$ cat src/rtl/stopwatch_pkg.sv
// Shared encodings for the MM:SS stopwatch: FSM states, BCD digit width and digit limits.
package stopwatch_pkg;

    typedef enum logic [1:0] {
        ST_IDLE  = 2'd0,
        ST_RUN   = 2'd1,
        ST_PAUSE = 2'd2
    } state_t;

    localparam int BCD_W     = 4;
    localparam int DIG_MAX_9 = 9;
    localparam int DIG_MAX_5 = 5;

endpackage

$ cat src/rtl/stopwatch_bcd_counter_bcd_digit.sv
// One BCD digit that wraps at MAX; carry is combinational so a whole chain settles within one clk.
module bcd_digit
    import stopwatch_pkg::*;
#(
    parameter int MAX = DIG_MAX_9
) (
    input  logic             clk,
    input  logic             reset,
    input  logic             clr,
    input  logic             inc,
    output logic [BCD_W-1:0] value,
    output logic             carry
);

    logic at_max;

    assign at_max = (value == BCD_W'(MAX));
    assign carry  = inc & at_max;

    always_ff @(posedge clk) begin
        if (!reset) begin
            value <= '0;
        end else if (clr) begin
            value <= '0;
        end else if (inc) begin
            value <= at_max ? '0 : value + BCD_W'(1);
        end
    end

endmodule

$ cat src/rtl/stopwatch_bcd_counter.sv
// MM:SS stopwatch: synchronises the divided tick, prescales its rising edges to seconds and counts in BCD.
module stopwatch_bcd_counter
    import stopwatch_pkg::*;
#(
    parameter int TICKS_PER_SEC = 4,
    parameter int PS_W          = 8
) (
    input  logic             clk,
    input  logic             reset,
    input  logic             tick_in,
    input  logic             start_stop,
    input  logic             clear,
    output logic [BCD_W-1:0] sec_ones,
    output logic [BCD_W-1:0] sec_tens,
    output logic [BCD_W-1:0] min_ones,
    output logic [BCD_W-1:0] min_tens,
    output logic             running,
    output logic             rollover,
    output state_t           fsm_state
);

    logic            s1, s2, s3;
    logic            tick_edge;
    logic [PS_W-1:0] ps;
    logic            ps_last;
    logic            count_en;
    logic            sec_step;
    logic            c_so, c_st, c_mo, c_mt;
    state_t          state, state_nxt;

    // Synchroniser runs in every state so a pause never replays an old edge.
    always_ff @(posedge clk) begin
        if (!reset) begin
            s1 <= 1'b0;
            s2 <= 1'b0;
            s3 <= 1'b0;
        end else begin
            s1 <= tick_in;
            s2 <= s1;
            s3 <= s2;
        end
    end

    assign tick_edge = s2 & ~s3;

    always_ff @(posedge clk) begin
        if (!reset) state <= ST_IDLE;
        else        state <= state_nxt;
    end

    always_comb begin
        state_nxt = state;
        unique case (state)
            ST_IDLE:  if (!clear && start_stop) state_nxt = ST_RUN;
            ST_RUN:   if (clear) state_nxt = ST_IDLE;
                      else if (start_stop) state_nxt = ST_PAUSE;
            ST_PAUSE: if (clear) state_nxt = ST_IDLE;
                      else if (start_stop) state_nxt = ST_RUN;
            default:  state_nxt = ST_IDLE;
        endcase
    end

    always_comb begin
        running   = (state == ST_RUN);
        fsm_state = state;
    end

    // Counting keys off the current state, so RUN->PAUSE still counts and PAUSE->RUN does not.
    assign count_en = (state == ST_RUN) & tick_edge & ~clear;
    assign ps_last  = (ps == PS_W'(TICKS_PER_SEC - 1));
    assign sec_step = count_en & ps_last;

    always_ff @(posedge clk) begin
        if (!reset) begin
            ps <= '0;
        end else if (clear || (state == ST_IDLE && start_stop)) begin
            ps <= '0;
        end else if (count_en) begin
            ps <= ps_last ? '0 : ps + PS_W'(1);
        end
    end

    bcd_digit #(.MAX(DIG_MAX_9)) u_sec_ones (
        .clk(clk), .reset(reset), .clr(clear), .inc(sec_step), .value(sec_ones), .carry(c_so)
    );
    bcd_digit #(.MAX(DIG_MAX_5)) u_sec_tens (
        .clk(clk), .reset(reset), .clr(clear), .inc(c_so), .value(sec_tens), .carry(c_st)
    );
    bcd_digit #(.MAX(DIG_MAX_9)) u_min_ones (
        .clk(clk), .reset(reset), .clr(clear), .inc(c_st), .value(min_ones), .carry(c_mo)
    );
    bcd_digit #(.MAX(DIG_MAX_5)) u_min_tens (
        .clk(clk), .reset(reset), .clr(clear), .inc(c_mo), .value(min_tens), .carry(c_mt)
    );

    always_ff @(posedge clk) begin
        if (!reset) rollover <= 1'b0;
        else        rollover <= c_mt;
    end

endmodule

$ cat config.mk
export PLATFORM = sky130hd
export DESIGN_NAME = stopwatch_bcd_counter
export DESIGN_NICKNAME = d
export VERILOG_FILES = /design/src/rtl/stopwatch_pkg.sv /design/src/rtl/stopwatch_bcd_counter_bcd_digit.sv /design/src/rtl/stopwatch_bcd_counter.sv
export SDC_FILE = /design/constraint.sdc
export NUM_CORES = 1
export LEC_CHECK = 0
export BUFFER_PORTS_ARGS = -buffer_cell sky130_fd_sc_hd__buf_2
export CORE_UTILIZATION = 25
export CTS_CLUSTER_DIAMETER = 50
export CTS_CLUSTER_SIZE = 8
export DETAILED_ROUTE_END_ITERATION = 6
export PLACE_DENSITY = 0.44
export SYNTH_ARGS = -nofsm -noshare
export SYNTH_HDL_FRONTEND = slang
export SYNTH_SLANG_ARGS = --single-unit
$ cat constraint.sdc
create_clock -name clk -period 4.07 [get_ports clk]
set_input_delay 0.6105 -clock clk [delete_from_list [all_inputs] [get_ports clk]]
set_output_delay 0.6105 -clock clk [all_outputs]
set_load 0.01 [all_outputs]
==> flow_metrics.env, run 1 <==
export IMPL_outcome="finished clean"
export IMPL_yosysUniqueCellTypes=40
export IMPL_ant_nets=0
export IMPL_grt_pass1_vias=1158
export IMPL_finalMaxSlewViolations=0
export IMPL_dieWidth_um=77.74
export IMPL_globalRouteTotalUtil=0.1167
export IMPL_hold_buffers=0
export IMPL_synth_warning_count=0
export IMPL_chipHeight_um=77.74
export IMPL_place_port_buffers=24
export IMPL_synth_area_um2=1434
export IMPL_p_leak_nw=0.6040
export IMPL_layout_common_cells="sky130_fd_sc_hd__dfxtp_1, sky130_fd_sc_hd__buf_2, sky130_fd_sc_hd__nor2_1, sky130_fd_sc_hd__a21oi_1, sky130_fd_sc_hd__nand2_1"
export IMPL_startpoint="clear"
export IMPL_holdPathEnd="s2"
export IMPL_rsz0062_at_grt="no"
export IMPL_worstSkewPairLatency_ns=0.28
export IMPL_nets_final=195
export IMPL_tns_ns=0
export IMPL_first_iter_violations=36
export IMPL_number_of_antenna_violations_at_the_first_check_in_global_routing=0
export IMPL_crit_reg2reg_capture="u_min_tens.value[2]"
export IMPL_ir_worst_vdd_uv=126.6
export IMPL_timing_worst_slew_pin_value_ns=0.7225
export IMPL_seq_area_frac_synth=0.4188
export IMPL_post_dp_hpwl_mm=2.320
export IMPL_min_period_over_period=0.5500
export IMPL_cts_buffers=5
export IMPL_avgSynthCellArea_um2=8.797
export IMPL_totalWireLength_mm=3.290
export IMPL_core_area_um2=5507
export IMPL_remaining_drc_errors=0
export IMPL_synth_async_sr_flop_share=0
export IMPL_post_cts_repair_setup_buffers=0
export IMPL_synth_nets=169
export IMPL_floorplan_initialDensity=0.2604
export IMPL_synthesized_flop_and_latch_total=30
export IMPL_cts_num_sinks=30
export IMPL_post_place_ws_ns=1.558
export IMPL_firstDrtPassIters=4
export IMPL_dp_cells=254
export IMPL_worstSetupStartpointType="input pin"
export IMPL_dominantRegCellSynth="sky130_fd_sc_hd__dfxtp_1"
export IMPL_worstPathArrival_ns=2.41
export IMPL_worstHoldPathType="reg -> reg"
export IMPL_finalClockSkew_ns=0.006105
export IMPL_syn_inst=163
export IMPL_timing_final_crit_period_ns=2.239
export IMPL_io_pins=25
export IMPL_final_layout_size_suffix_gt1_frac=0.1852
export IMPL_crit_path_max_fanout=22
export IMPL_post_cts_resized=0
export IMPL_clock_path_buffers=2
export IMPL_floorplan_die_area_um2=6043
export IMPL_clk_pin_slew_worst_paths_ns=0.07
export IMPL_flow_area_growth_from_synthesis_pct=18.32
export IMPL_whs_path_depth=1
export IMPL_crit_reg_reg_startpoint="fsm_state[1]"
export IMPL_fin_util=0.3081
export IMPL_worst_setup_path_type="in -> reg"
export IMPL_report_final_setup_viol=0
export IMPL_cts_tree="built"
export IMPL_antennaDiodeCount=0
export IMPL_final_common_cell="sky130_fd_sc_hd__dfxtp_1"
export IMPL_max_slew_margin_rel=0.5183
export IMPL_largest_net_degree_at_the_start_of_global_routing=23
export IMPL_via_count=1294
export IMPL_required_ns=4.24
export IMPL_timing_reg2reg_worst_path_depth=4
export IMPL_ctsHtreeMaxLevel=2
export IMPL_gp_congestion=0.7632
export IMPL_layout_filler_cells=591
export IMPL_reg2reg_setup_slack_ns=1.84
export IMPL_hold_violations=0
export IMPL_max_cap_violations=0
export IMPL_finalWorstSetupSlack_ns=1.831
export IMPL_finish_cell_count_without_fillers=261
export IMPL_synth_edf_count=0
export IMPL_post_drt_wl_per_cell_um=12.61
export IMPL_cts_root_buf="sky130_fd_sc_hd__clkbuf_8"
export IMPL_powerDensity_nw_per_um2=319.8
export IMPL_layout_cell_area_non_filler_um2=1697
export IMPL_clock_fmax_ghz=0.4467
export IMPL_critPathCaptureType="flip-flop"
export IMPL_hold_path_startpoint="s1"
export IMPL_grt_pass1_wl_mm=5.409
export IMPL_route_detailed_vias_per_inst=4.958
export IMPL_post_dp_cell_area_um2=1618
export IMPL_globalRoute_totalOverflow=0
export IMPL_rows=27
## power breakdown
group	total [mW]	switching [mW]	internal, mW
sequential	0.297	0.00131	0.295
clock	0.230	0.116	0.115
combinational	0.0158	0.0104	0.00546
## flip-flops by register name, summed over array words and instances (netlist names)
signal / flops
u_min_ones.value: 4
ps: 8
fsm_state: 2
s1: 1
u_sec_tens.value: 4
u_min_tens.value: 4
s3: 1
s2: 1
rollover: 1
u_sec_ones.value: 4
## layer usage
metal,vias up,wire length [um],share of wire,global-route usage
li1,652,-,-,-
met1,607,1565,0.48,0.1366
met2,28,1496,0.45,0.1885
met3,7,162,0.049,0.03412
met4,0,65,0.020,0.06792
met5,-,0,0,0
## synthesized netlist by cell type (3+ instances only)
library cell	number	area, um2
sky130_fd_sc_hd__o31ai_1	3	22.52
sky130_fd_sc_hd__and2_1	3	18.77
sky130_fd_sc_hd__nand4_1	4	25.02
sky130_fd_sc_hd__or3_1	3	18.77
sky130_fd_sc_hd__o21ai_1	3	15.01
sky130_fd_sc_hd__nand2b_1	5	31.28
sky130_fd_sc_hd__xnor2_1	4	35.03
sky130_fd_sc_hd__nor3b_1	3	22.52
sky130_fd_sc_hd__nand3_1	6	30.03
sky130_fd_sc_hd__dfxtp_1	30	600.6
sky130_fd_sc_hd__o21ai_0	4	20.02
sky130_fd_sc_hd__nor2b_1	8	50.05
sky130_fd_sc_hd__nand2_1	13	48.80
sky130_fd_sc_hd__nor4_1	3	18.77
sky130_fd_sc_hd__inv_1	3	11.26
sky130_fd_sc_hd__a21oi_1	13	65.06
sky130_fd_sc_hd__or4_1	7	52.55
sky130_fd_sc_hd__a31oi_1	3	18.77
sky130_fd_sc_hd__xor2_1	4	35.03
sky130_fd_sc_hd__nor2_1	14	52.55
sky130_fd_sc_hd__clkbuf_1	4	15.01
## cells by family after synthesis
| group | count (synthesis) | share of synthesized area |
|---|---|---|
| adders and majority gates | 1 | 0.008725 |
| DFF | 30 | 0.4189 |
| muxes | 2 | 0.01396 |
| AOI/OAI and AO/OA | 32 | 0.1344 |
| xor gates and xnor gates | 8 | 0.04886 |
| buffers and inverters | 8 | 0.02617 |
| and+or+nand+nor | 82 | 0.3490 |
## worst max path at each step
stage	endpoint	slack, ns	cells after the start
floorplan	u_min_tens.value[2]	2.19	4
global placement	u_min_tens.value[2]	1.62	5
detailed placement	u_min_tens.value[2]	1.56	5
CTS	u_min_tens.value[2]	1.86	4
global route	u_min_tens.value[2]	1.72	4
finish	u_min_tens.value[2]	1.83	5
## critical path, stage by stage
cell and delay [ns]:
sky130_fd_sc_hd__buf_2 0.14, sky130_fd_sc_hd__and2b_1 0.30, sky130_fd_sc_hd__nand4_2 0.43, sky130_fd_sc_hd__or4_1 0.66, sky130_fd_sc_hd__a32o_1 0.27
## cell type report
class                           count  area, um2  share of cell area
Multi-Input combinational cell    125      795.8              0.4690
Clock inverter                      2      10.01            0.005900
Sequential cell                    30      600.6              0.3540
Inverter                            3      11.26            0.006637
Timing Repair Buffer               24      120.1             0.07080
Clock buffer                        5      68.82             0.04056
Tap cell                           72      90.09             0.05310
## through the flow
stage	hold WS [ns]	power (mW)
after detailed placement	0.4260	0.3194
after global routing	0.4626	0.5614
final	0.4373	0.5425
after global placement	0.4272	0.3196
after CTS	0.4407	0.5479
after floorplan	0.4118	0.3122
Power figures use the tool's default switching activity.
==> run 2: changes to the inputs <==
--- a/config.mk
+++ b/config.mk
@@ -10,7 +10,7 @@
 export CTS_CLUSTER_DIAMETER = 50
 export CTS_CLUSTER_SIZE = 8
 export DETAILED_ROUTE_END_ITERATION = 6
-export PLACE_DENSITY = 0.44
+export PLACE_DENSITY = 0.45
 export SYNTH_ARGS = -nofsm -noshare
 export SYNTH_HDL_FRONTEND = slang
 export SYNTH_SLANG_ARGS = --single-unit
==> constraint.sdc (replaced) <==
create_clock -name clk -period 2 [get_ports clk]
set_input_delay 0.3 -clock clk [delete_from_list [all_inputs] [get_ports clk]]
set_output_delay 0.3 -clock clk [all_outputs]
set_load 0.01 [all_outputs]
==> run 2 against run 1 <==
Net effect: global-route usage shrank 0.083 points; combinational power grew 130%; die area is the same; sequential power increased by 100%; sequential cell count unchanged; via count up 0.70%; design area is 4.7% higher; non-clock buffer count grew 9; sequential share of layout area is 1.6 points lower; first-iteration DRC count up 25%; count of clock-buffer cells in the layout is 2 higher; total power increased by 110%; largest cell class unchanged.
==> flow_metrics.env, run 2 (synthesis results as in run 1) <==
export IMPL_final_common_cell="sky130_fd_sc_hd__dfxtp_1"
export IMPL_chipHeight_um=77.74
export IMPL_crit_reg2reg_capture="u_min_tens.value[2]"
export IMPL_worstSetupStartpointType="flip-flop"
export IMPL_timing_reg2reg_worst_path_depth=4
export IMPL_ir_worst_vdd_uv=273.1
export IMPL_timing_final_crit_period_ns=1.784
export IMPL_route_detailed_vias_per_inst=4.808
export IMPL_min_period_over_period=0.8919
export IMPL_ctsHtreeMaxLevel=2
export IMPL_finalWorstSetupSlack_ns=0.2163
export IMPL_layout_common_cells="sky130_fd_sc_hd__dfxtp_1, sky130_fd_sc_hd__buf_2, sky130_fd_sc_hd__nor2_1, sky130_fd_sc_hd__a21oi_1, sky130_fd_sc_hd__nand2_1"
export IMPL_p_leak_nw=0.6522
export IMPL_hold_buffers=0
export IMPL_finalMaxSlewViolations=0
export IMPL_cts_root_buf="sky130_fd_sc_hd__clkbuf_8"
export IMPL_critPathCaptureType="flip-flop"
export IMPL_cts_num_sinks=30
export IMPL_max_flop_register="ps"
export IMPL_report_power_total_mw=1.142
export IMPL_totalWireLength_mm=3.301
export IMPL_post_dp_hpwl_mm=2.443
export IMPL_crit_path_cell_trace="and4bb_2, nand4_2, or4_1, a32o_1"
export IMPL_crit_reg_reg_startpoint="fsm_state[1]"
export IMPL_fin_util=0.3227
export IMPL_post_drt_wl_per_cell_um=12.18
export IMPL_post_place_ws_ns=0.2184
export IMPL_post_cts_repair_setup_buffers=0
export IMPL_clock_fmax_ghz=0.5606
export IMPL_hold_path_startpoint="tick_in"
export IMPL_worstSkewPairLatency_ns=0.28
export IMPL_required_ns=2.17
export IMPL_nets_final=204
export IMPL_grt_pass1_wl_mm=5.423
export IMPL_firstDrtPassIters=4
export IMPL_cts_tree="built"
export IMPL_io_pins=25
export IMPL_remaining_drc_errors=0
export IMPL_globalRoute_totalOverflow=0
export IMPL_worst_setup_path_type="reg -> reg"
export IMPL_holdPathEnd="s1"
export IMPL_max_cap_violations=0
export IMPL_top_layer="met4"
export IMPL_number_of_antenna_violations_at_the_first_check_in_global_routing=0
export IMPL_met2_length_mm=1.606
export IMPL_report_final_setup_viol=0
export IMPL_first_iter_violations=45
export IMPL_core_area_um2=5507
export IMPL_critPathTopFamily="simple AND/OR/NAND/NOR gates"
export IMPL_rows=27
export IMPL_crit_path_max_fanout=6
export IMPL_finalClockSkew_ns=0.002135
export IMPL_dr_wl_met3_um=139
export IMPL_largest_reg_flops=8
export IMPL_flow_area_growth_from_synthesis_pct=23.91
export IMPL_gp_congestion=0.7463
export IMPL_max_slew_margin_rel=0.5402
export IMPL_outcome="finished clean"
export IMPL_reg2reg_setup_slack_ns=0.22
export IMPL_whs_path_depth=2
export IMPL_rsz0062_at_grt="no"
export IMPL_worstPathArrival_ns=1.96
export IMPL_largest_net_degree_at_the_start_of_global_routing=15
export IMPL_powerDensity_nw_per_um2=642.7
export IMPL_dp_cells=263
export IMPL_clock_path_buffers=2
export IMPL_detail_route_wirelength_met1_mm=1.517
export IMPL_grt_pass1_vias=1162
export IMPL_via_count=1303
export IMPL_cts_buffers=5
export IMPL_timing_worst_slew_pin_value_ns=0.6867
export IMPL_post_cts_resized=0
export IMPL_final_layout_size_suffix_gt1_frac=0.2211
export IMPL_crit_buf_inv=0
export IMPL_timing_critical_path_slowest_stage_cell="sky130_fd_sc_hd__or4_1"
export IMPL_dieWidth_um=77.74
export IMPL_cpPeakStageDelay_ns=0.54
export IMPL_place_port_buffers=24
export IMPL_tns_ns=0
export IMPL_globalRouteTotalUtil=0.1159
export IMPL_startpoint="fsm_state[1]"
export IMPL_antennaDiodeCount=0
export IMPL_worstHoldPathType="in -> reg"
export IMPL_clk_pin_slew_worst_paths_ns=0.06
export IMPL_ant_nets=0
export IMPL_finish_cell_count_without_fillers=271
export IMPL_floorplan_initialDensity=0.2604
export IMPL_hold_violations=0
export IMPL_floorplan_die_area_um2=6043
run 2: worst max-delay path by stage:
| stage | slack [ns] | to | cells after the start |
|---|---|---|---|
| after detailed placement | 0.22 | u_min_tens.value[2] | 4 |
| after floorplan | 0.27 | u_min_tens.value[2] | 4 |
| after global routing | 0.10 | u_min_tens.value[1] | 5 |
| after CTS | 0.21 | u_min_tens.value[2] | 4 |
| after global placement | 0.25 | u_min_ones.value[3] | 5 |
| final | 0.22 | u_min_tens.value[2] | 4 |
run 2: area by class of cell:
class,count,area (um2)
Timing Repair Buffer,33,187.7
Inverter,3,11.26
Tap cell,72,90.09
Sequential cell,30,600.6
Multi-Input combinational cell,125,795.8
Clock inverter,1,5.005
Fill cell,600,3730
Clock buffer,7,86.33
run 2: per-stage QoR:
step	hold WS (ns)	area [um2]
after floorplan	0.4118	1434
after global placement	0.4390	1685
after detailed placement	0.4248	1685
after CTS	0.2305	1777
after global routing	0.2368	1777
final	0.2274	1777
run 2: routing by layer:
metal | track usage | up-vias
met5 | 0 | -
li1 | - | 665
met1 | 0.1385 | 608
met2 | 0.1912 | 23
met3 | 0.04118 | 7
met4 | 0.03962 | 0
run 2: where the power goes:
group / internal [mW] / leakage, nW / switching, mW
sequential: 0.601 / 0.242 / 0.00201
combinational: 0.0147 / 0.362 / 0.0221
clock: 0.277 / 0.0482 / 0.225
total: 0.893 / 0.652 / 0.249
==> run 3: changes to the inputs <==
--- a/config.mk
+++ b/config.mk
@@ -6,11 +6,13 @@
 export NUM_CORES = 1
 export LEC_CHECK = 0
 export BUFFER_PORTS_ARGS = -buffer_cell sky130_fd_sc_hd__buf_2
-export CORE_UTILIZATION = 25
+export CELL_PAD_IN_SITES_DETAIL_PLACEMENT = 2
+export CELL_PAD_IN_SITES_GLOBAL_PLACEMENT = 2
+export CORE_UTILIZATION = 29
 export CTS_CLUSTER_DIAMETER = 50
 export CTS_CLUSTER_SIZE = 8
 export DETAILED_ROUTE_END_ITERATION = 6
-export PLACE_DENSITY = 0.45
+export PLACE_DENSITY = 0.75
 export SYNTH_ARGS = -nofsm -noshare
 export SYNTH_HDL_FRONTEND = slang
 export SYNTH_SLANG_ARGS = --single-unit
==> run 3 against run 2 <==
Net effect: sequential share of layout area up 0.48 points; maximum frequency down 5.9%; cell count down 3.0%; critical path type unchanged; via count up 3.1%; highest routed layer unchanged.
==> flow_metrics.env, run 3 (synthesis results as in run 1) <==
export IMPL_hold_violations=0
export IMPL_totalWireLength_mm=4.244
export IMPL_p_leak_nw=0.6391
export IMPL_clk_pin_slew_worst_paths_ns=0.07
export IMPL_crit_reg2reg_capture="u_min_ones.value[3]"
export IMPL_cts_buffers=5
export IMPL_clock_path_buffers=2
export IMPL_io_pins=25
export IMPL_globalRouteTotalUtil=0.1765
export IMPL_via_count=1344
export IMPL_antennaDiodeCount=0
export IMPL_clock_fmax_ghz=0.5277
export IMPL_final_layout_size_suffix_gt1_frac=0.2092
export IMPL_timing_reg2reg_worst_path_depth=5
export IMPL_worstPathArrival_ns=2.11
export IMPL_core_area_um2=4755
export IMPL_report_power_total_mw=1.162
export IMPL_post_place_ws_ns=0.1011
export IMPL_max_slew_margin_rel=0.5570
export IMPL_grt_pass1_vias=1373
export IMPL_max_cap_violations=0
export IMPL_holdPathEnd="s1"
export IMPL_flow_area_growth_from_synthesis_pct=22.16
export IMPL_layout_filler_cells=552
export IMPL_cts_num_sinks=30
export IMPL_route_detailed_vias_per_inst=5.110
export IMPL_layout_common_cells="sky130_fd_sc_hd__dfxtp_1, sky130_fd_sc_hd__buf_2, sky130_fd_sc_hd__nor2_1, sky130_fd_sc_hd__a21oi_1, sky130_fd_sc_hd__nand2_1"
export IMPL_nets_final=201
export IMPL_dieWidth_um=72.32
export IMPL_required_ns=2.21
export IMPL_report_final_setup_viol=0
export IMPL_cts_root_buf="sky130_fd_sc_hd__clkbuf_8"
export IMPL_ir_worst_vdd_uv=241.9
export IMPL_largest_net_degree_at_the_start_of_global_routing=19
export IMPL_reg2reg_setup_slack_ns=0.11
export IMPL_final_common_cell="sky130_fd_sc_hd__dfxtp_1"
export IMPL_hold_buffers=0
export IMPL_worst_setup_path_type="reg -> reg"
export IMPL_globalRoute_totalOverflow=0
export IMPL_ant_nets=0
export IMPL_floorplan_die_area_um2=5229
export IMPL_critPathCaptureType="flip-flop"
export IMPL_post_drt_wl_per_cell_um=16.14
export IMPL_finalClockSkew_ns=0.01054
export IMPL_rows=25
export IMPL_grt_pass1_wl_mm=7.017
export IMPL_firstDrtPassIters=3
export IMPL_tns_ns=0
export IMPL_number_of_antenna_violations_at_the_first_check_in_global_routing=0
export IMPL_largest_reg_flops=8
export IMPL_gp_congestion=0.7862
export IMPL_whs_path_depth=2
export IMPL_place_port_buffers=24
export IMPL_rsz0062_at_grt="no"
export IMPL_remaining_drc_errors=0
export IMPL_max_flop_register="ps"
export IMPL_crit_reg_reg_startpoint="u_sec_ones.value[0]"
export IMPL_worstSkewPairLatency_ns=0.29
export IMPL_finalMaxSlewViolations=0
export IMPL_floorplan_initialDensity=0.3016
export IMPL_crit_path_max_fanout=18
export IMPL_timing_worst_slew_pin_value_ns=0.6616
export IMPL_outcome="finished clean"
export IMPL_cts_tree="built"
export IMPL_finalWorstSetupSlack_ns=0.1052
export IMPL_worstSetupStartpointType="flip-flop"
export IMPL_timing_final_crit_period_ns=1.895
export IMPL_worstHoldPathType="in -> reg"
export IMPL_min_period_over_period=0.9474
export IMPL_powerDensity_nw_per_um2=663.2
export IMPL_first_iter_violations=58
export IMPL_chipHeight_um=72.32
export IMPL_hold_path_startpoint="tick_in"
export IMPL_ctsHtreeMaxLevel=2
export IMPL_post_dp_hpwl_mm=3.158
[run 3: cell count changes in the layout (fill, tap and decap cells not counted), sizes merged]
cell,previous run,this run
buf,33,30
[run 3: metrics by stage]
step	std cells	area [um2]	util	hold slack, ns
6_report	263	1752	0.3684	0.2473
5_1_grt	263	1752	0.3684	0.2500
4_1_cts	262	1740	0.3661	0.2461
3_5_place_dp	254	1649	0.3468	0.4344
3_3_place_gp	254	1649	0.3468	0.4132
2_1_floorplan	163	1434	-	0.4118
[run 3: routing by layer]
metal | share of wire | global-route usage | vias to the layer above
met5 | 0 | 0 | -
met4 | 0.018 | 0.08932 | 0
met3 | 0.026 | 0.03333 | 7
met2 | 0.50 | 0.3001 | 16
met1 | 0.46 | 0.2120 | 658
li1 | - | - | 663
[run 3: worst max-delay path, stage by stage, from the launching register on]
cell	delay [ns]
sky130_fd_sc_hd__dfxtp_1	0.37
sky130_fd_sc_hd__nor3b_1	0.34
sky130_fd_sc_hd__nand4_2	0.22
sky130_fd_sc_hd__buf_6	0.21
sky130_fd_sc_hd__or4_1	0.50
sky130_fd_sc_hd__a31oi_1	0.17
[run 3: what timing repair did]
action	in CTS	in global routing
setup endpoints to repair	0	2
gates resized for setup	0	1
buffers inserted	0	1
[run 3: how the worst max path moves through the flow]
stage	from	to	slack (ns)	depth (start not counted)
finish	u_sec_ones.value[0]	u_min_ones.value[3]	0.11	5
global route	ps[4]	u_min_ones.value[3]	0.002	5
CTS	ps[2]	u_min_ones.value[3]	0.06	5
detailed placement	ps[2]	u_min_ones.value[3]	0.10	5
global placement	ps[2]	u_min_ones.value[3]	0.19	5
floorplan	fsm_state[0]	u_min_tens.value[2]	0.27	4
[run 3: cell type report]
cell class / instances / area (um2) / share of cell area
multi-input cells: 125 / 795.8 / 0.4543
well taps: 67 / 83.83 / 0.04786
clock inverters: 1 / 5.005 / 0.002857
repair buffers: 30 / 168.9 / 0.09643
inverters: 3 / 11.26 / 0.006429
clock buffers: 7 / 86.33 / 0.04929
flip-flops and latches: 30 / 600.6 / 0.3429
[run 3: power by group]
group / internal [mW] / switching [mW]
clock network: 0.278 / 0.242
registers: 0.601 / 0.00267
logic: 0.0139 / 0.0247
total: 0.892 / 0.270
